`src/rtl/cpu_pkg.sv`:
```
// Shared CPU definitions: FPU op encoding (also used by the decoder),
// FP issue controller states and NZCV flag bit positions.
package cpu_pkg;

  typedef enum logic [1:0] {
    FP_ADD = 2'b00,
    FP_SUB = 2'b01,
    FP_MUL = 2'b10,
    FP_DIV = 2'b11
  } fpu_op_t;

  typedef enum logic [1:0] {
    IDLE = 2'b00,
    EXEC = 2'b01,
    WB   = 2'b10
  } fpu_state_t;

  localparam int FLAG_N = 3;
  localparam int FLAG_Z = 2;
  localparam int FLAG_C = 1;
  localparam int FLAG_V = 0;

endpackage

```
`src/rtl/fpu_hazard_check.sv`:
```
// Operand hazard detection for the instruction in decode against the
// single in-flight FP result. Purely combinational.
module fpu_hazard_check (
  input  logic       in_flight,
  input  logic       releasing,
  input  logic       cmp,
  input  logic [2:0] rd,
  input  logic [2:0] dec_rs1,
  input  logic [2:0] dec_rs2,
  input  logic [1:0] dec_rs_valid,
  input  logic       dec_reads_flags,
  output logic       hazard_stall
);

  logic reg_hit;
  logic flag_hit;

  // Compare sources (or flags use) with the pending destination; the
  // grant cycle releases the stall since the register file forwards it.
  always_comb begin
    reg_hit  = ~cmp & ((dec_rs_valid[0] & (dec_rs1 == rd)) |
                       (dec_rs_valid[1] & (dec_rs2 == rd)));
    flag_hit = cmp & dec_reads_flags;
    hazard_stall = in_flight & ~releasing & (reg_hit | flag_hit);
  end

endmodule

```
`src/rtl/fpu_issue_ctrl.sv`:
```
// FP issue controller: accepts one FP instruction, starts the FPU, times
// its fixed latency, captures the result and requests writeback.
//
//   state | meaning
//   IDLE  | ready to accept an FP instruction
//   EXEC  | FPU busy, latency counter running down
//   WB    | result captured, requesting the writeback port
module fpu_issue_ctrl
  import cpu_pkg::*;
#(
  parameter int DATA_W  = 16,
  parameter int ADD_LAT = 2,
  parameter int MUL_LAT = 3,
  parameter int DIV_LAT = 8,
  parameter int CNT_W   = 4
) (
  input  logic              clk,
  input  logic              reset,
  input  logic              issue_valid,
  input  logic [1:0]        issue_op,
  input  logic              issue_cmp,
  input  logic [2:0]        issue_rd,
  output logic              issue_ready,
  input  logic [2:0]        dec_rs1,
  input  logic [2:0]        dec_rs2,
  input  logic [1:0]        dec_rs_valid,
  input  logic              dec_reads_flags,
  output logic              hazard_stall,
  output logic              fpu_start,
  output logic [1:0]        fpu_op,
  input  logic [DATA_W-1:0] fpu_result,
  input  logic [3:0]        fpu_flags,
  input  logic              flush,
  output logic              wb_valid,
  input  logic              wb_grant,
  output logic [2:0]        wb_rd,
  output logic [DATA_W-1:0] wb_data,
  output logic              wb_reg_en,
  output logic              wb_flags_en,
  output logic [3:0]        wb_flags
);

  fpu_state_t        state, state_nx;
  logic [CNT_W-1:0]  cnt, cnt_nx;
  fpu_op_t           op_q, op_nx;
  logic [2:0]        rd_q, rd_nx;
  logic              cmp_q, cmp_nx;
  logic              start_q, start_nx;
  logic [DATA_W-1:0] data_q, data_nx;
  logic [3:0]        flags_q, flags_nx;

  // Counter load value is latency minus one; FCMP always runs at add latency.
  function automatic logic [CNT_W-1:0] lat_m1(input fpu_op_t op, input logic cmp);
    int lat;
    if (cmp || op == FP_ADD || op == FP_SUB) lat = ADD_LAT;
    else if (op == FP_MUL)                   lat = MUL_LAT;
    else                                     lat = DIV_LAT;
    return CNT_W'(lat - 1);
  endfunction

  // State and datapath registers, synchronous active-low reset.
  always_ff @(posedge clk) begin
    if (!reset) begin
      state   <= IDLE;
      cnt     <= '0;
      op_q    <= FP_ADD;
      rd_q    <= '0;
      cmp_q   <= 1'b0;
      start_q <= 1'b0;
      data_q  <= '0;
      flags_q <= '0;
    end else begin
      state   <= state_nx;
      cnt     <= cnt_nx;
      op_q    <= op_nx;
      rd_q    <= rd_nx;
      cmp_q   <= cmp_nx;
      start_q <= start_nx;
      data_q  <= data_nx;
      flags_q <= flags_nx;
    end
  end

  // Next-state logic; flush outranks both counter expiry and grant.
  always_comb begin
    state_nx = state;
    cnt_nx   = cnt;
    op_nx    = op_q;
    rd_nx    = rd_q;
    cmp_nx   = cmp_q;
    start_nx = 1'b0;
    data_nx  = data_q;
    flags_nx = flags_q;
    unique case (state)
      IDLE: begin
        if (issue_valid && !flush) begin
          state_nx = EXEC;
          op_nx    = fpu_op_t'(issue_op);
          rd_nx    = issue_rd;
          cmp_nx   = issue_cmp;
          cnt_nx   = lat_m1(fpu_op_t'(issue_op), issue_cmp);
          start_nx = 1'b1;
        end
      end
      EXEC: begin
        if (flush) begin
          state_nx = IDLE;
        end else if (cnt == '0) begin
          state_nx = WB;
          data_nx  = fpu_result;
          flags_nx = fpu_flags;
        end else begin
          cnt_nx = cnt - CNT_W'(1);
        end
      end
      WB: begin
        if (flush || wb_grant) state_nx = IDLE;
      end
      default: state_nx = IDLE;
    endcase
  end

  // Output decode; a flush in the WB cycle withdraws the request so a
  // coincident grant writes nothing.
  always_comb begin
    issue_ready = (state == IDLE);
    fpu_start   = start_q;
    fpu_op      = op_q;
    wb_valid    = (state == WB) && !flush;
    wb_rd       = rd_q;
    wb_data     = data_q;
    wb_flags    = flags_q;
    wb_reg_en   = wb_valid & ~cmp_q;
    wb_flags_en = wb_valid & cmp_q;
  end

  fpu_hazard_check u_hazard (
    .in_flight       (state != IDLE),
    .releasing       (wb_valid & wb_grant),
    .cmp             (cmp_q),
    .rd              (rd_q),
    .dec_rs1         (dec_rs1),
    .dec_rs2         (dec_rs2),
    .dec_rs_valid    (dec_rs_valid),
    .dec_reads_flags (dec_reads_flags),
    .hazard_stall    (hazard_stall)
  );

endmodule

```
`config.mk`:
```
export PLATFORM = sky130hd
export DESIGN_NAME = fpu_issue_ctrl
export DESIGN_NICKNAME = d
export VERILOG_FILES = /design/src/rtl/cpu_pkg.sv /design/src/rtl/fpu_hazard_check.sv /design/src/rtl/fpu_issue_ctrl.sv
export SDC_FILE = /design/constraint.sdc
export NUM_CORES = 1
export LEC_CHECK = 0
export BUFFER_PORTS_ARGS = -buffer_cell sky130_fd_sc_hd__buf_2
export CORE_MARGIN = 1.5
export CORE_UTILIZATION = 45
export DETAILED_ROUTE_END_ITERATION = 10
export MAX_ROUTING_LAYER = met4
export PLACE_DENSITY = 0.78
export SETUP_SLACK_MARGIN = 0.3
export SLEW_MARGIN = 20
export SYNTH_ARGS = -nofsm -noshare
export SYNTH_HDL_FRONTEND = slang
export SYNTH_SLANG_ARGS = --single-unit
```
`constraint.sdc`:
```
create_clock -name clk -period 1.8 [get_ports clk]
set_input_delay 0.27 -clock clk [delete_from_list [all_inputs] [get_ports clk]]
set_output_delay 0.27 -clock clk [all_outputs]
set_load 0.02 [all_outputs]
```
==> reports/results.ini, run 1 <==
[power]
seqPwrFrac_pct=43.3
p_leak_nw=1.02
p_sw_share_pct=24.6
ir_worst_vdd_v=0.000607
p_int_mw=1.35
power_per_cell_area_nw_per_um2=787
power_mw=1.79
p_clk_share_pct=39.1
switchingPower_uw=440
p_comb_share_pct=17.6

[setup_path]
cp.required_ns=1.53
rrSetupSlack_ns=0.30
cp.arrival_ns=1.54
start_kind=flip-flop
cpPeakStageDelay_ns=0.38
end_kind=output pin
crit_path_max_fanout=3
reg2regPathDepth=5
rr_endpoint=cnt[0]$_SDFFE_PN0P_
crit_type=reg -> out
r2r_start=state[0]$_SDFFE_PN0P_
cp_slowest_cell=dfxtp_4
cp_cell_sequence=xnor2_1, nand4_1, a21o_1, a21oi_2, buf_4

[grt]
antenna_found_initial=0
grt_max_degree=34
grt_pass1_vias=1305
grt_remaining_overflow=0
grt_usage_pct=21.4
grt_pass1_wl_um=5570

[floorplanning]
fp.dieH_um=60.1
start_util_pct=47.7
coreArea_sq_um=3080
rows=20
ios=71
die_x_um=60.1
dieArea_sq_um=3620

[hold_path]
hold_path.class=in -> reg
holdPathStages=3
hold_start=fpu_result[6]
holdPathEnd=wb_data[6]$_SDFFE_PN0P_

[clocking]
clk_pin_slew_ns=0.10
cts_buffers=5
cts_tree=done
clock_path_buffers=2
cts_hold_buf=0
htreeDepth=2
cts_root_buf=clkbuf_4
cts.sinks=33
clk_latency_ns=0.34

[synthesis]
syn_nets=206
synth_edf_count=0
synthMuxAreaShare_pct=5.54
synth_ff_type=dfxtp_1
synth_top_family_by_area=simple AND/OR/NAND/NOR gates
ys_ff_latch=33
syn_area_sq_um=1470
synthCells=165
synth.distinct_cells=34
syn_area_per_cell_sq_um=8.90
synth_adder_area_share_pct=0.852
synth-xor-area-share_pct=4.17
async_flop_share_pct=0
synth-seq-area-share_pct=45.0
synth_compound_gate_area_share_pct=17.5
synth-simple-area-share_pct=23.8
yosys_warnings=0

[timing]
slew_headroom_pct=68.6
setup_viol=1
worst_slew_pin_slew_ns=0.471
rsz0062_at_grt=true
finClkSkew_ns=0.00421
period_needed_ns=1.81
finalWorstSetupSlack_ns=-0.00940
period_share_pct=101
fmax_mhz=553
final_hold_viol_count=0
finalMaxSlewViolations=0

[final_layout]
nNetsFinal=294
final_cells=298
final_common_cell=buf_2
register_area_sq_um=679
layout_common_cells=69 x buf_2, 39 x nand2_1, 26 x dfxtp_1, 19 x a21boi_1, 12 x buf_4
multi_input_area_sq_um=872
final_core_util_pct=73.8
syn_to_final_growth_pct=54.7
drive_gt1_share_pct=50.0
antennaDiodeCount=0
fillers=248

[status]
outcome=finished with violations
violations=negative setup slack

[placement]
hpwl_um=2330
numPortBuffers=70
gp_congestion=0.750
dpl.cell_count=274

[routing]
wl_per_cell_um=14.5
wl_um=4330
dr.first_iter.drc_count=39
dr.pass1.iters=5
vias=1503
viasPerCell=5.04
drc=0
ant_nets=0

[flow_run]
maxCapViolations=0

[Yosys cell counts, drive strengths merged, types with 2 or more instances]
| cell type | number | area share, % |
|---|---|---|
| nand2 | 42 | 11 |
| dfxtp | 33 | 45 |
| a21boi | 21 | 11 |
| mux2i | 7 | 4.8 |
| xnor2 | 7 | 4.2 |
| nor2 | 6 | 1.5 |
| nor2b | 6 | 2.6 |
| clkbuf | 5 | 1.3 |
| nand2b | 4 | 1.7 |
| and2 | 3 | 1.3 |
| buf | 3 | 1.2 |
| inv | 3 | 0.77 |
| a21oi | 2 | 0.68 |
| nand4 | 2 | 0.85 |
| o211a | 2 | 1.4 |
| o211ai | 2 | 1.0 |
[power by group through the flow]
stage / clock, mW / sequential (mW) / combinational [mW]
after floorplan: 0 / 0.808 / 0.118
after global placement: 0 / 0.792 / 0.218
after detailed placement: 0 / 0.793 / 0.219
after CTS: 0.696 / 0.774 / 0.268
after global routing: 0.736 / 0.777 / 0.338
final: 0.700 / 0.774 / 0.316
[worst max path at each step]
stage                                from                  endpoint
floorplan             cnt[0]$_SDFFE_PN0P_   wb_data[0]$_SDFFE_PN0P_
global placement      cnt[0]$_SDFFE_PN0P_  wb_data[15]$_SDFFE_PN0P_
detailed placement    cnt[0]$_SDFFE_PN0P_   wb_data[7]$_SDFFE_PN0P_
CTS                 wb_rd[0]$_SDFFE_PN0P_              hazard_stall
global route        wb_rd[1]$_SDFFE_PN0P_              hazard_stall
finish              wb_rd[1]$_SDFFE_PN0P_              hazard_stall
[per-layer routing]
metal / up-vias / track usage, % / wire (um)
li1: 734 / - / -
met1: 708 / 23.0 / 1770
met2: 56 / 37.4 / 2270
met3: 5 / 6.93 / 231
met4: 0 / 6.35 / 45
met5: - / - / 0
[through the flow]
step                worst slack, ns  TNS (ns)  instance area [sq um]  hold slack (ns)
detailed placement            0.122         0                   1870            0.442
global route                -0.0688   -0.0688                   2270            0.130
global placement              0.216         0                   1870            0.440
CTS                           0.140         0                   2120            0.145
floorplan                     0.335         0                   1470            0.346
finish                     -0.00940  -0.00940                   2270            0.145
[cell type report]
type                       count  share of cell area (%)
inverter                       3                   0.496
tap                           44                    2.42
clock buffer                   5                    1.65
multi-input combinational    121                    38.4
timing repair buffer          89                    24.3
clock inverter                 3                    2.86
sequential                    33                    29.9
[state kept, by name, indices dropped and copies added, names as in the netlist]
signal and count:
state 2, fpu_op 2, wb_rd 3, cnt 4
wb_data 16, cmp_q 1, wb_flags 4, fpu_start 1
[cells by family after synthesis]
kind of cell,after synthesis
AO/OA/AOI/OAI,33
AND/OR/NAND/NOR,72
adder cells (fa/ha/maj),1
multiplexers,8
buffers and inverters,11
flip-flops,33
XOR/XNOR,7
[worst max-delay path, delay by kind of cell, from the launching register on]
kind / cells / cell delay [ns]
DFF: 1 / 0.38
AOI/OAI and AO/OA: 2 / 0.32
xor gates and xnor gates: 1 / 0.18
and+or+nand+nor: 1 / 0.17
buffers and inverters: 1 / 0.15
[what timing repair did]
action | CTS | global route
pin swaps | 8 | 9
buffers inserted | 8 | 3
setup endpoints to repair | 26 | 26
resized for setup | 22 | 22
cloned | 2 | 3
Note: power is estimated with default switching activity, not from simulation.
==> run 2, diff against run 1 <==
Settings changed: CORE_UTILIZATION 45 to 49, PLACE_DENSITY 0.78 to 0.84.
Clock period 1.8 ns to 2.3 ns, I/O delays scaled along.
==> run 2 against run 1 <==
The run ends with design-rule violations left. Critical path type unchanged. Die area is 7.8% lower. Register-to-register slack better by 0.30 ns. Core utilization fell by 4.8 points. Cell area shrank 15%. Power down 31%. Sequential power decreased by 22%. Worst setup slack improved by 0.49 ns. Routed wire length down 27%. Highest routed layer unchanged. Combinational power is 46% lower.
==> reports/results.ini, run 2 (synthesis gave the netlist of run 1 again) <==
[clocking]
post_cts_buffers=0
cts.sinks=33
clk_pin_slew_ns=0.10
cts_root_buf=clkbuf_4
cts_buffers=5
ctsResizeCount=0
htreeDepth=2
clk_latency_ns=0.34
clock_path_buffers=2
cts_tree=done
cts_hold_buf=0

[final_layout]
antennaDiodeCount=0
largest_reg_flops=16
layout_common_cells=70 x buf_2, 42 x nand2_1, 33 x dfxtp_1, 21 x a21boi_1
fillers=230
multi_input_area_sq_um=767
syn_to_final_growth_pct=31.8
nNetsFinal=278
drive_gt1_share_pct=35.7
register_area_sq_um=661
final_common_cell=buf_2

[timing]
period_share_pct=78.9
setup_viol=0
rsz0062_at_grt=false
final_hold_viol_count=0
fmax_mhz=551
finalMaxSlewViolations=0
tns_ns=0
period_needed_ns=1.82
finClkSkew_ns=0.0141
slew_headroom_pct=69.6
worst_slew_pin_slew_ns=0.456

[power]
p_int_uw=935
switchingPower_uw=296
power_mw=1.23
ir_worst_vdd_v=0.000515
seqPwrFrac_pct=49.3
p_sw_share_pct=24.0
p_clk_share_pct=36.9
power_per_cell_area_nw_per_um2=636
p_leak_nw=0.887
p_comb_share_pct=13.8

[floorplanning]
dieArea_sq_um=3340
start_util_pct=52.4
fp.dieH_um=57.8
rows=19
coreArea_sq_um=2810
die_x_um=57.8
ios=71

[routing]
ant_nets=0
vias=1347
dr.pass1.iters=8
drc=7
viasPerCell=5.01
dr.first_iter.drc_count=39
wl_per_cell_um=11.7
wl_um=3140

[flow_run]
maxCapViolations=0

[setup_path]
crit_path_max_fanout=4
cp.required_ns=1.96
cp.arrival_ns=1.47
crit_type=reg -> out
start_kind=flip-flop
end_kind=output pin

[grt]
grt_pass1_wl_um=5180
grt_usage_pct=20.5
grt_max_degree=34
antenna_found_initial=0
grt_pass1_vias=1233
grt_remaining_overflow=0

[placement]
gp_congestion=0.829
hpwl_um=2290
numPortBuffers=70

[status]
violations=design-rule violations
outcome=finished with violations

[hold_path]
hold_path.class=in -> reg

==> run 2: power groups by stage <==
stage               Clock (mW)  Combinational (mW)  Sequential (mW)
finish                   0.454               0.170            0.607
global route             0.495               0.188            0.610
CTS                      0.462               0.171            0.607
detailed placement           0               0.170            0.620
global placement             0               0.169            0.619
floorplan                    0              0.0914            0.632
==> run 2: stage by stage <==
stage | instances | util (%) | hold slack (ns) | cell area, sq um | worst slack [ns]
4_1_cts | 269 | 69.0 | 0.224 | 1940 | 0.463
6_report | 269 | 69.0 | 0.230 | 1940 | 0.485
5_1_grt | 269 | 69.0 | 0.218 | 1940 | 0.359
2_1_floorplan | 165 | - | 0.421 | 1470 | 0.687
3_3_place_gp | 261 | 66.0 | 0.438 | 1850 | 0.709
3_5_place_dp | 261 | 66.0 | 0.447 | 1850 | 0.603
==> run 2: final timing paths <==
kind / from / endpoint / slack (ns) / depth (start not counted)
worst max-delay path: wb_rd[0]$_SDFFE_PN0P_ / hazard_stall / 0.48 / 5
worst min-delay path: fpu_result[7] / wb_data[7]$_SDFFE_PN0P_ / 0.23 / 3
worst max register to register: cnt[0]$_SDFFE_PN0P_ / wb_flags[0]$_SDFFE_PN0P_ / 0.60 / 7
worst min register to register: wb_data[10]$_SDFFE_PN0P_ / wb_data[10]$_SDFFE_PN0P_ / 0.46 / 2
==> run 2: cell type report <==
class	instances	area share [%]
Clock buffer	7	2.84
Clock inverter	1	1.55
Inverter	3	0.582
Multi-Input combinational cell	121	39.6
Sequential cell	33	34.1
Tap cell	31	2.00
Timing Repair Buffer	73	19.3
==> run 2: worst max-delay path, stage by stage, from the launching register on <==
cell and delay (ns):
dfxtp_1 0.41, xnor2_1 0.15, nand4_1 0.10, a21o_1 0.18
a21oi_1 0.13, buf_2 0.17
==> run 2: per-layer routing <==
| metal | up-vias | track usage, % | part of all wire, % |
|---|---|---|---|
| li1 | 697 | - | - |
| met1 | 591 | 24.4 | 45 |
| met2 | 53 | 32.5 | 45 |
| met3 | 6 | 5.80 | 8.2 |
| met4 | 0 | 8.97 | 1.6 |
| met5 | - | - | 0 |
